$ cat src/rtl/wb_master_ctrl_if.sv
// CPU request/response port plus Wishbone classic bus signals for wb_master_ctrl.
// The master modport is the controller's view; slave is the CPU/peripheral side.
interface wb_master_ctrl_if #(
  parameter int ADR_W = 16,
  parameter int DAT_W = 16,
  parameter int SEL_W = 4
) ();
  logic             req_valid;
  logic             req_ready;
  logic             req_we;
  logic [ADR_W-1:0] req_adr;
  logic [DAT_W-1:0] req_data;
  logic [SEL_W-1:0] req_sel;
  logic             rsp_valid;
  logic [DAT_W-1:0] rsp_data;
  logic             rsp_err;
  logic             busy;
  logic [ADR_W-1:0] adr_out;
  logic [DAT_W-1:0] data_out;
  logic [DAT_W-1:0] data_in;
  logic             we;
  logic [SEL_W-1:0] sel_out;
  logic             stb_out;
  logic             cyc_out;
  logic             ack_in;
  logic             err_in;

  modport master (
    input  req_valid, req_we, req_adr, req_data, req_sel, data_in, ack_in, err_in,
    output req_ready, rsp_valid, rsp_data, rsp_err, busy,
           adr_out, data_out, we, sel_out, stb_out, cyc_out
  );

  modport slave (
    output req_valid, req_we, req_adr, req_data, req_sel, data_in, ack_in, err_in,
    input  req_ready, rsp_valid, rsp_data, rsp_err, busy,
           adr_out, data_out, we, sel_out, stb_out, cyc_out
  );
endinterface

$ cat src/rtl/wb_master_ctrl.sv
// Wishbone classic master: buffers CPU requests in a FIFO, runs one bus cycle
// per request and returns one in-order response with data and error flag.
module wb_master_ctrl #(
  parameter int ADR_W   = 16,
  parameter int DAT_W   = 16,
  parameter int SEL_W   = 4,
  parameter int DEPTH   = 4,
  parameter int TIMEOUT = 255
) (
  input  logic              clk,
  input  logic              rst,
  wb_master_ctrl_if.master  bus
);
  localparam int PTR_W = $clog2(DEPTH);
  localparam int CNT_W = PTR_W + 1;
  localparam int TO_W  = (TIMEOUT > 1) ? $clog2(TIMEOUT) : 1;
  localparam int ENT_W = 1 + ADR_W + DAT_W + SEL_W;
  localparam logic [TO_W-1:0]  TO_LAST = TO_W'(TIMEOUT - 1);
  localparam logic [CNT_W-1:0] FULL    = CNT_W'(DEPTH);

  typedef enum logic [1:0] {IDLE, BUS, RESP} state_t;

  state_t             state_q, state_d;
  logic [PTR_W-1:0]   wr_ptr_q, wr_ptr_d, rd_ptr_q, rd_ptr_d;
  logic [CNT_W-1:0]   count_q, count_d;
  logic [TO_W-1:0]    to_cnt_q, to_cnt_d;
  logic               req_ready_q, req_ready_d;
  logic               busy_q, busy_d;
  logic               rsp_valid_q, rsp_valid_d;
  logic [DAT_W-1:0]   rsp_data_q, rsp_data_d;
  logic               rsp_err_q, rsp_err_d;
  logic [ADR_W-1:0]   adr_q, adr_d;
  logic [DAT_W-1:0]   dat_q, dat_d;
  logic               we_q, we_d;
  logic [SEL_W-1:0]   sel_q, sel_d;
  logic               stb_q, stb_d;
  logic               cyc_q, cyc_d;

  logic [ENT_W-1:0]   mem_q [DEPTH];
  logic [ENT_W-1:0]   head;
  logic               push, pop, done;

  assign push = bus.req_valid && req_ready_q;
  assign head = mem_q[rd_ptr_q];

  // Storage carries no reset; emptiness is defined purely by the pointers/count.
  always_ff @(posedge clk) begin
    if (push) begin
      mem_q[wr_ptr_q] <= {bus.req_we, bus.req_adr, bus.req_data, bus.req_sel};
    end
  end

  always_comb begin
    state_d     = state_q;
    to_cnt_d    = to_cnt_q;
    rsp_valid_d = 1'b0;
    rsp_data_d  = rsp_data_q;
    rsp_err_d   = rsp_err_q;
    adr_d       = adr_q;
    dat_d       = dat_q;
    we_d        = we_q;
    sel_d       = sel_q;
    stb_d       = stb_q;
    cyc_d       = cyc_q;
    pop         = 1'b0;
    done        = 1'b0;

    case (state_q)
      IDLE: begin
        if (count_q != '0) begin
          pop      = 1'b1;
          we_d     = head[ENT_W-1];
          adr_d    = head[ENT_W-2 -: ADR_W];
          dat_d    = head[DAT_W+SEL_W-1 -: DAT_W];
          sel_d    = head[SEL_W-1:0];
          stb_d    = 1'b1;
          cyc_d    = 1'b1;
          to_cnt_d = '0;
          state_d  = BUS;
        end
      end
      BUS: begin
        // err has priority over ack; timeout only when neither is seen
        if (bus.err_in) begin
          done       = 1'b1;
          rsp_err_d  = 1'b1;
          rsp_data_d = '0;
        end else if (bus.ack_in) begin
          done       = 1'b1;
          rsp_err_d  = 1'b0;
          rsp_data_d = we_q ? '0 : bus.data_in;
        end else if (to_cnt_q == TO_LAST) begin
          done       = 1'b1;
          rsp_err_d  = 1'b1;
          rsp_data_d = '0;
        end else begin
          to_cnt_d = to_cnt_q + TO_W'(1);
        end
        if (done) begin
          stb_d       = 1'b0;
          cyc_d       = 1'b0;
          rsp_valid_d = 1'b1;
          to_cnt_d    = '0;
          state_d     = RESP;
        end
      end
      RESP:    state_d = IDLE;
      default: state_d = IDLE;
    endcase

    wr_ptr_d = push ? wr_ptr_q + PTR_W'(1) : wr_ptr_q;
    rd_ptr_d = pop  ? rd_ptr_q + PTR_W'(1) : rd_ptr_q;
    count_d  = count_q;
    if (push && !pop) begin
      count_d = count_q + CNT_W'(1);
    end else if (!push && pop) begin
      count_d = count_q - CNT_W'(1);
    end
    req_ready_d = (count_d != FULL);
    busy_d      = (count_d != '0) || (state_d != IDLE);
  end

  always_ff @(posedge clk or posedge rst) begin
    if (rst) begin
      state_q     <= IDLE;
      wr_ptr_q    <= '0;
      rd_ptr_q    <= '0;
      count_q     <= '0;
      to_cnt_q    <= '0;
      req_ready_q <= 1'b1;
      busy_q      <= 1'b0;
      rsp_valid_q <= 1'b0;
      rsp_data_q  <= '0;
      rsp_err_q   <= 1'b0;
      adr_q       <= '0;
      dat_q       <= '0;
      we_q        <= 1'b0;
      sel_q       <= '0;
      stb_q       <= 1'b0;
      cyc_q       <= 1'b0;
    end else begin
      state_q     <= state_d;
      wr_ptr_q    <= wr_ptr_d;
      rd_ptr_q    <= rd_ptr_d;
      count_q     <= count_d;
      to_cnt_q    <= to_cnt_d;
      req_ready_q <= req_ready_d;
      busy_q      <= busy_d;
      rsp_valid_q <= rsp_valid_d;
      rsp_data_q  <= rsp_data_d;
      rsp_err_q   <= rsp_err_d;
      adr_q       <= adr_d;
      dat_q       <= dat_d;
      we_q        <= we_d;
      sel_q       <= sel_d;
      stb_q       <= stb_d;
      cyc_q       <= cyc_d;
    end
  end

  assign bus.req_ready = req_ready_q;
  assign bus.busy      = busy_q;
  assign bus.rsp_valid = rsp_valid_q;
  assign bus.rsp_data  = rsp_data_q;
  assign bus.rsp_err   = rsp_err_q;
  assign bus.adr_out   = adr_q;
  assign bus.data_out  = dat_q;
  assign bus.we        = we_q;
  assign bus.sel_out   = sel_q;
  assign bus.stb_out   = stb_q;
  assign bus.cyc_out   = cyc_q;
endmodule

$ cat src/flat_wrapper.sv
// flat-port wrapper written by rule: the top's interface ports become plain ports
module wb_master_ctrl_flat 
#(
  parameter int ADR_W   = 16,
  parameter int DAT_W   = 16,
  parameter int SEL_W   = 4,
  parameter int DEPTH   = 4,
  parameter int TIMEOUT = 255
)
  (clk, rst, bus_req_valid, bus_req_we, bus_req_adr, bus_req_data, bus_req_sel, bus_data_in, bus_ack_in, bus_err_in, bus_req_ready, bus_rsp_valid, bus_rsp_data, bus_rsp_err, bus_busy, bus_adr_out, bus_data_out, bus_we, bus_sel_out, bus_stb_out, bus_cyc_out);
  wb_master_ctrl_if #(.ADR_W(ADR_W), .DAT_W(DAT_W), .SEL_W(SEL_W)) bus_i ();
  input  logic clk;
  input  logic rst;
  input wire logic [$bits(bus_i.req_valid)-1:0] bus_req_valid;
  input wire logic [$bits(bus_i.req_we)-1:0] bus_req_we;
  input wire logic [$bits(bus_i.req_adr)-1:0] bus_req_adr;
  input wire logic [$bits(bus_i.req_data)-1:0] bus_req_data;
  input wire logic [$bits(bus_i.req_sel)-1:0] bus_req_sel;
  input wire logic [$bits(bus_i.data_in)-1:0] bus_data_in;
  input wire logic [$bits(bus_i.ack_in)-1:0] bus_ack_in;
  input wire logic [$bits(bus_i.err_in)-1:0] bus_err_in;
  output wire logic [$bits(bus_i.req_ready)-1:0] bus_req_ready;
  output wire logic [$bits(bus_i.rsp_valid)-1:0] bus_rsp_valid;
  output wire logic [$bits(bus_i.rsp_data)-1:0] bus_rsp_data;
  output wire logic [$bits(bus_i.rsp_err)-1:0] bus_rsp_err;
  output wire logic [$bits(bus_i.busy)-1:0] bus_busy;
  output wire logic [$bits(bus_i.adr_out)-1:0] bus_adr_out;
  output wire logic [$bits(bus_i.data_out)-1:0] bus_data_out;
  output wire logic [$bits(bus_i.we)-1:0] bus_we;
  output wire logic [$bits(bus_i.sel_out)-1:0] bus_sel_out;
  output wire logic [$bits(bus_i.stb_out)-1:0] bus_stb_out;
  output wire logic [$bits(bus_i.cyc_out)-1:0] bus_cyc_out;
  assign bus_i.req_valid = bus_req_valid;
  assign bus_i.req_we = bus_req_we;
  assign bus_i.req_adr = bus_req_adr;
  assign bus_i.req_data = bus_req_data;
  assign bus_i.req_sel = bus_req_sel;
  assign bus_i.data_in = bus_data_in;
  assign bus_i.ack_in = bus_ack_in;
  assign bus_i.err_in = bus_err_in;
  assign bus_req_ready = bus_i.req_ready;
  assign bus_rsp_valid = bus_i.rsp_valid;
  assign bus_rsp_data = bus_i.rsp_data;
  assign bus_rsp_err = bus_i.rsp_err;
  assign bus_busy = bus_i.busy;
  assign bus_adr_out = bus_i.adr_out;
  assign bus_data_out = bus_i.data_out;
  assign bus_we = bus_i.we;
  assign bus_sel_out = bus_i.sel_out;
  assign bus_stb_out = bus_i.stb_out;
  assign bus_cyc_out = bus_i.cyc_out;
  wb_master_ctrl #(.ADR_W(ADR_W), .DAT_W(DAT_W), .SEL_W(SEL_W), .DEPTH(DEPTH), .TIMEOUT(TIMEOUT)) u_core (.clk(clk), .rst(rst), .bus(bus_i));
endmodule
$ cat config.mk
export PLATFORM = sky130hd
export DESIGN_NAME = wb_master_ctrl_flat
export DESIGN_NICKNAME = d
export VERILOG_FILES = /design/src/rtl/wb_master_ctrl_if.sv /design/src/rtl/wb_master_ctrl.sv /design/src/flat_wrapper.sv
export SDC_FILE = /design/constraint.sdc
export NUM_CORES = 1
export LEC_CHECK = 0
export ABC_AREA = 1
export BUFFER_PORTS_ARGS = -buffer_cell sky130_fd_sc_hd__buf_2
export CORE_ASPECT_RATIO = 1.25
export CORE_UTILIZATION = 50
export CTS_BUF_LIST = sky130_fd_sc_hd__clkbuf_8
export CTS_CLUSTER_SIZE = 14
export DETAILED_ROUTE_END_ITERATION = 7
export GPL_TIMING_DRIVEN = 0
export PLACE_DENSITY = 0.82
export SYNTH_ARGS = -nofsm -noshare
export SYNTH_HDL_FRONTEND = slang
export SYNTH_SLANG_ARGS = --single-unit
$ cat constraint.sdc
create_clock -name clk -period 5.9 [get_ports clk]
set_input_delay 0.59 -clock clk [delete_from_list [all_inputs] [get_ports clk]]
set_output_delay 0.59 -clock clk [all_outputs]
set_load 0.005 [all_outputs]
Word level (Yosys, flattened, before mapping):

Memories as Yosys holds them, arrays and structs flattened. A register that Yosys moved wholly into a read port is not among the register bits.
Index checks and enable logic that the tools add are counted.

* logic and storage cells: 72
* output and inout bits: 59
* memories: 1
* RAM bits: 148
* register bits: 38
* input port bits: 58

Memory list
* u_core.mem_q: words 4, width 37, read ports 1, clocked after Yosys merged registers in 1, write ports 1, RTL line wb_master_ctrl.sv:39 `logic [ENT_W-1:0] mem_q [DEPTH];`

* $add $sub $neg: 5
* mux-type cells: 31
* reductions and logical operators: 16
* equality and inequality tests: 8

Operators by type and width (number)
* $mux 16: 4
* $mux 8: 5
* $pmux 8 s2: 1
* $mux 1: 15
* $reduce_bool 3->1: 3
* $add 8x1->8 const B: 1
* $eq 8x8->1 const B: 1
* $mux 3: 2
* $ne 3x2->1 const B: 2
* $ne 3x3->1 const B: 2
* $reduce_and 5->1: 1
* $add 2x1->2 const B: 2
* $mux 2: 2
* $ne 2x1->1 const B: 2
* $pmux 2 s2: 1
* $reduce_and 2->1: 2
* $reduce_bool 2->1: 2
* $add 3x1->3 const B: 1
* $logic_and 1x1->1: 3
* $reduce_and 3->1: 1
* $sub 3x1->3 const B: 1
* $eq 2x1->1 const B: 1
* $logic_not 1->1: 2
* $logic_not 2->1: 1
* other kinds (2): 2

Logic depth before layout (Yosys ltp):

* depth in word-level cells: 9
* gate-level depth with buffers: 11
* mapped depth without buffers: 10

Least setup slack after synthesis:

OpenSTA, ideal clock, no wires.

* path kind: input-to-reg
* start point: in bus_req_valid
* end point: mem u_core.mem_q[0][0] in the netlist's numbering, enable pin
* library setup time: 431 ps
* arrival: 2344 ps
* slack: 3125 ps
* buffers on the path: 0
* data required time: 5469 ps
* stages on the path: 2
* cells stage by stage: nand2_1 -> nor2_1

* cells in the longest elaborated chain, start to end: 3

RTL lines
* start: declaration: RTL line flat_wrapper.sv:14 `input wire logic [$bits(bus_i.req_valid)-1:0] bus_req_valid;`
* $logic_and 1x1->1: RTL line wb_master_ctrl.sv:43 `assign push = bus.req_valid && req_ready_q;`
* $mux 1: RTL line wb_master_ctrl.sv:48 `if (push) begin`
* $mux 1 (implied by the code): RTL line wb_master_ctrl.sv:49 `mem_q[wr_ptr_q] <= {bus.req_we, bus.req_adr, bus.req_data, bus.req_sel};`
* end: declaration: RTL line wb_master_ctrl.sv:39

Every way passes these cells.

Final worst setup path:

* start point: reg u_core.req_ready_q (netlist: u_core.bus.req_ready)
* end point: mem u_core.mem_q[2][36] in the netlist's numbering, enable pin

* cells in the longest elaborated chain, start to end: 3

RTL lines
* start: declaration: RTL line wb_master_ctrl.sv:27 `logic req_ready_q, req_ready_d;`
* start signal: assignment: RTL line wb_master_ctrl.sv:147 `req_ready_q <= req_ready_d;`
* $logic_and 1x1->1: RTL line wb_master_ctrl.sv:43
* $mux 1: RTL line wb_master_ctrl.sv:48
* $mux 1 (implied by the code): RTL line wb_master_ctrl.sv:49

Every way passes these cells.

==> flow_metrics.py <==
metrics = {
    "run_status": {
        "outcome": "complete, no violations",
    },
    "timing": {
        "max_slew_margin_pct": 42.66,
        "fmax_ghz": 0.4549,
        "tns_ns": 0,
        "finalSetupViolCount": 0,
        "fin_crit_sh_pct": 37.26,
        "hold_viol": 0,
        "rsz0062_at_grt": "no",
        "worst-slew-pin-transition_ns": 0.8580,
        "timing.final.crit_period_ns": 2.198,
        "drv_slew": 0,
        "holdWs_ns": 0.07029,
        "clock-skew-final_ns": 0.01136,
    },
    "layout": {
        "synthToLayoutAreaGrowth_pct": 19.22,
        "n_fill_cell": 1275,
        "nets": 956,
        "final_core_util_pct": 61.67,
        "drive_above_1_share_pct": 24.70,
    },
    "route": {
        "firstDrtPassIters": 5,
        "via_per_inst": 5.394,
        "drtAntennaViolNets": 0,
        "drt_iter0_drc": 489,
        "routedWlPerCell_um": 17.16,
        "vias": 6128,
        "wirelength_um": 19490,
        "routed.top_layer": "met5",
        "drt-met1-wl_um": 7750,
        "drcViolationCount": 0,
        "wl_met3_um": 1257,
        "wl_met2_um": 9983,
    },
    "global_route": {
        "grt_pass1_vias": 6024,
        "grt_antenna_before_repair": 1,
        "gr-total-overflow": 0,
        "grt_pass1_wl_um": 30380,
        "grt.total_usage_pct": 22.01,
        "grt_max_degree": 49,
    },
    "clock_tree": {
        "ctsHtreeMaxLevel": 2,
        "cts.reportedPaths.clkPinSlew_ns": 0.06,
        "ctsHoldBuffers": 0,
        "cts_setup_buffers": 0,
        "clockRootBuffer": "clkbuf_8",
        "cts_buffers": 34,
        "cts_num_sinks": 223,
        "cts_tree": "built",
        "clock_path_buffers": 3,
        "clock_latency_ns": 0.52,
        "cts-resized-gates": 0,
    },
    "logic_synthesis": {
        "synth_commonest_cells": "203 x nor2_1, 148 x edfxtp_1, 74 x dfrtp_1, 64 x o21ai_0, 42 x nand2_1",
        "synth_top_flop_cell": "edfxtp_1",
        "synth_cells": 732,
        "async_flop_share_pct": 33.63,
        "synth_area_leader_cell": "edfxtp_1",
        "synthDistinctLibCells": 31,
        "ys_seq_area_share_pct": 71.71,
        "synth.cell_area_um2": 8816,
        "synth_area_leaders": "edfxtp_1 50%, dfrtp_1 21%, nor2_1 8.6%",
        "synth-edff-count": 148,
        "synth_top_area_share_pct": 50.41,
        "ys.warnings.count": 0,
        "synth_nets": 799,
        "synth_most_common_cell": "nor2_1",
        "synth_area_per_cell_um2": 12.04,
        "ys_seq_elements": 223,
    },
    "power": {
        "p_comb_share_pct": 34.7,
        "internal_power_uw": 3442,
        "p_clk_share_pct": 23.3,
        "p_leak_uw": 0.004273,
        "vdd_drop_max_uv": 242.6,
        "powerDensity_nw_per_um2": 514.0,
        "p_sw_uw": 1959,
        "switching_share_pct": 36.27,
        "seqPwrFrac_pct": 41.9,
    },
    "place": {
        "finalWeightedCongestion": 0.8335,
        "dp_hpwl_um": 12520,
        "io_buffers": 116,
    },
    "die": {
        "coreArea_um2": 17040,
        "fp.dieW_um": 120.8,
        "ios": 117,
        "die-area_um2": 18170,
        "die_y_um": 150.5,
        "start_util_pct": 51.73,
        "rows": 53,
    },
    "worst_setup_path": {
        "critPathMaxFanout": 23,
        "cp.arrival_ns": 2.42,
        "critPathKind": "reg2reg",
        "cp.required_ns": 6.12,
        "start_kind": "register",
        "cp-end-kind": "register",
    },
    "min_path": {
        "hp-class": "in2async",
    },
    "job": {
        "cap_viol_max_count": 0,
    },
}
## worst paths after layout
check | start | endpoint | slack (ns) | cells after the start
min in group clk | bus_req_sel[0] | u_core.mem_q[1][0]$_DFFE_PP_ | 0.29 | 1
worst max register to register | u_core.bus.req_ready$_DFF_PP1_ | u_core.mem_q[2][36]$_DFFE_PP_ | 3.70 | 3
worst min-delay path | rst | u_core.bus.we$_DFFE_PP0P_ | 0.07 | 2
max in group asynchronous | rst | u_core.bus.req_ready$_DFF_PP1_ | 5.20 | 3
worst min register to register | u_core.bus.rsp_data[8]$_DFFE_PP0P_ | u_core.bus.rsp_data[8]$_DFFE_PP0P_ | 0.48 | 2
worst max-delay path | u_core.bus.req_ready$_DFF_PP1_ | u_core.mem_q[2][36]$_DFFE_PP_ | 3.70 | 3
## power by group through the flow
stage	clock network, uW	registers [uW]	logic, uW
after global placement	0	2300	1740
after detailed placement	0	2290	1870
after CTS	1280	2260	1880
after global routing	1350	2300	2080
final	1260	2260	1880
after floorplan	0	2280	1160
## logic make-up after synthesis
group / share of synthesized area, %
AND/OR/NAND/NOR: 14.36
flip-flops: 71.71
AO/OA/AOI/OAI: 8.430
buffers and inverters: 3.818
adder cells (fa/ha/maj): 1.277
XOR/XNOR: 0.3973
## metal layers
metal,vias up,global-route usage [%]
met5,-,0
met4,2,9.568
met3,48,4.583
met2,271,37.87
met1,2945,26.89
li1,2862,-
## final cells by class
class                      instances  area [um2]  area share, %
clock inverter                    24       157.7          1.500
antenna                            1       2.502        0.02381
buffer                            39       239.0          2.274
sequential                       223        6322          60.15
timing repair buffer             121       703.2          6.690
clock buffer                      38       523.0          4.976
multi-input combinational        444        2187          20.81
tap                              220       275.3          2.619
inverter                          26       100.1         0.9524
## metrics by stage
step | instances | setup slack, ns | total power, uW | area (um2)
after floorplan | 732 | 3.125 | 3443 | 8816
after global placement | 1068 | 1.804 | 4043 | 9672
after detailed placement | 1073 | 3.524 | 4160 | 9827
after CTS | 1135 | 3.669 | 5424 | 10510
after global routing | 1135 | 3.590 | 5731 | 10510
final | 1136 | 3.702 | 5402 | 10510
## worst max-delay path, stage by stage (launching register included)
cell and delay (ns):
dfstp_2 0.52, nand2_1 0.32, nor2_4 0.80, buf_16 0.24
## registers in the layout (all words and copies together) (netlist names)
| name | count |
|---|---|
| u_core.mem_q | 148 |
| u_core.bus.adr_out | 16 |
| u_core.bus.data_out | 16 |
| u_core.bus.rsp_data | 16 |
| u_core.to_cnt_q | 8 |
| u_core.bus.sel_out | 4 |
| u_core.count_q | 3 |
| u_core.rd_ptr_q | 2 |
| u_core.state_q | 2 |
| u_core.wr_ptr_q | 2 |
| u_core.bus.busy | 1 |
| u_core.bus.req_ready | 1 |
| u_core.bus.rsp_err | 1 |
| u_core.bus.rsp_valid | 1 |
| u_core.bus.stb_out | 1 |
| u_core.bus.we | 1 |
## placed cells by master, fill, tap and decap left out, drive strengths merged, types with 2 or more instances in the layout
| cell type | n |
|---|---|
| o21ai | 99 |
| ha | 9 |
| buf | 151 |
| clkbuf | 47 |
| nand4 | 8 |
| inv | 40 |
| nand3 | 30 |
| edfxtp | 148 |
| a31oi | 37 |
| xor2 | 4 |
| clkinv | 7 |
| bufinv | 2 |
| dfrtp | 74 |
| nor2 | 207 |
| nand2 | 47 |
Note: power is estimated with default switching activity, not from simulation.
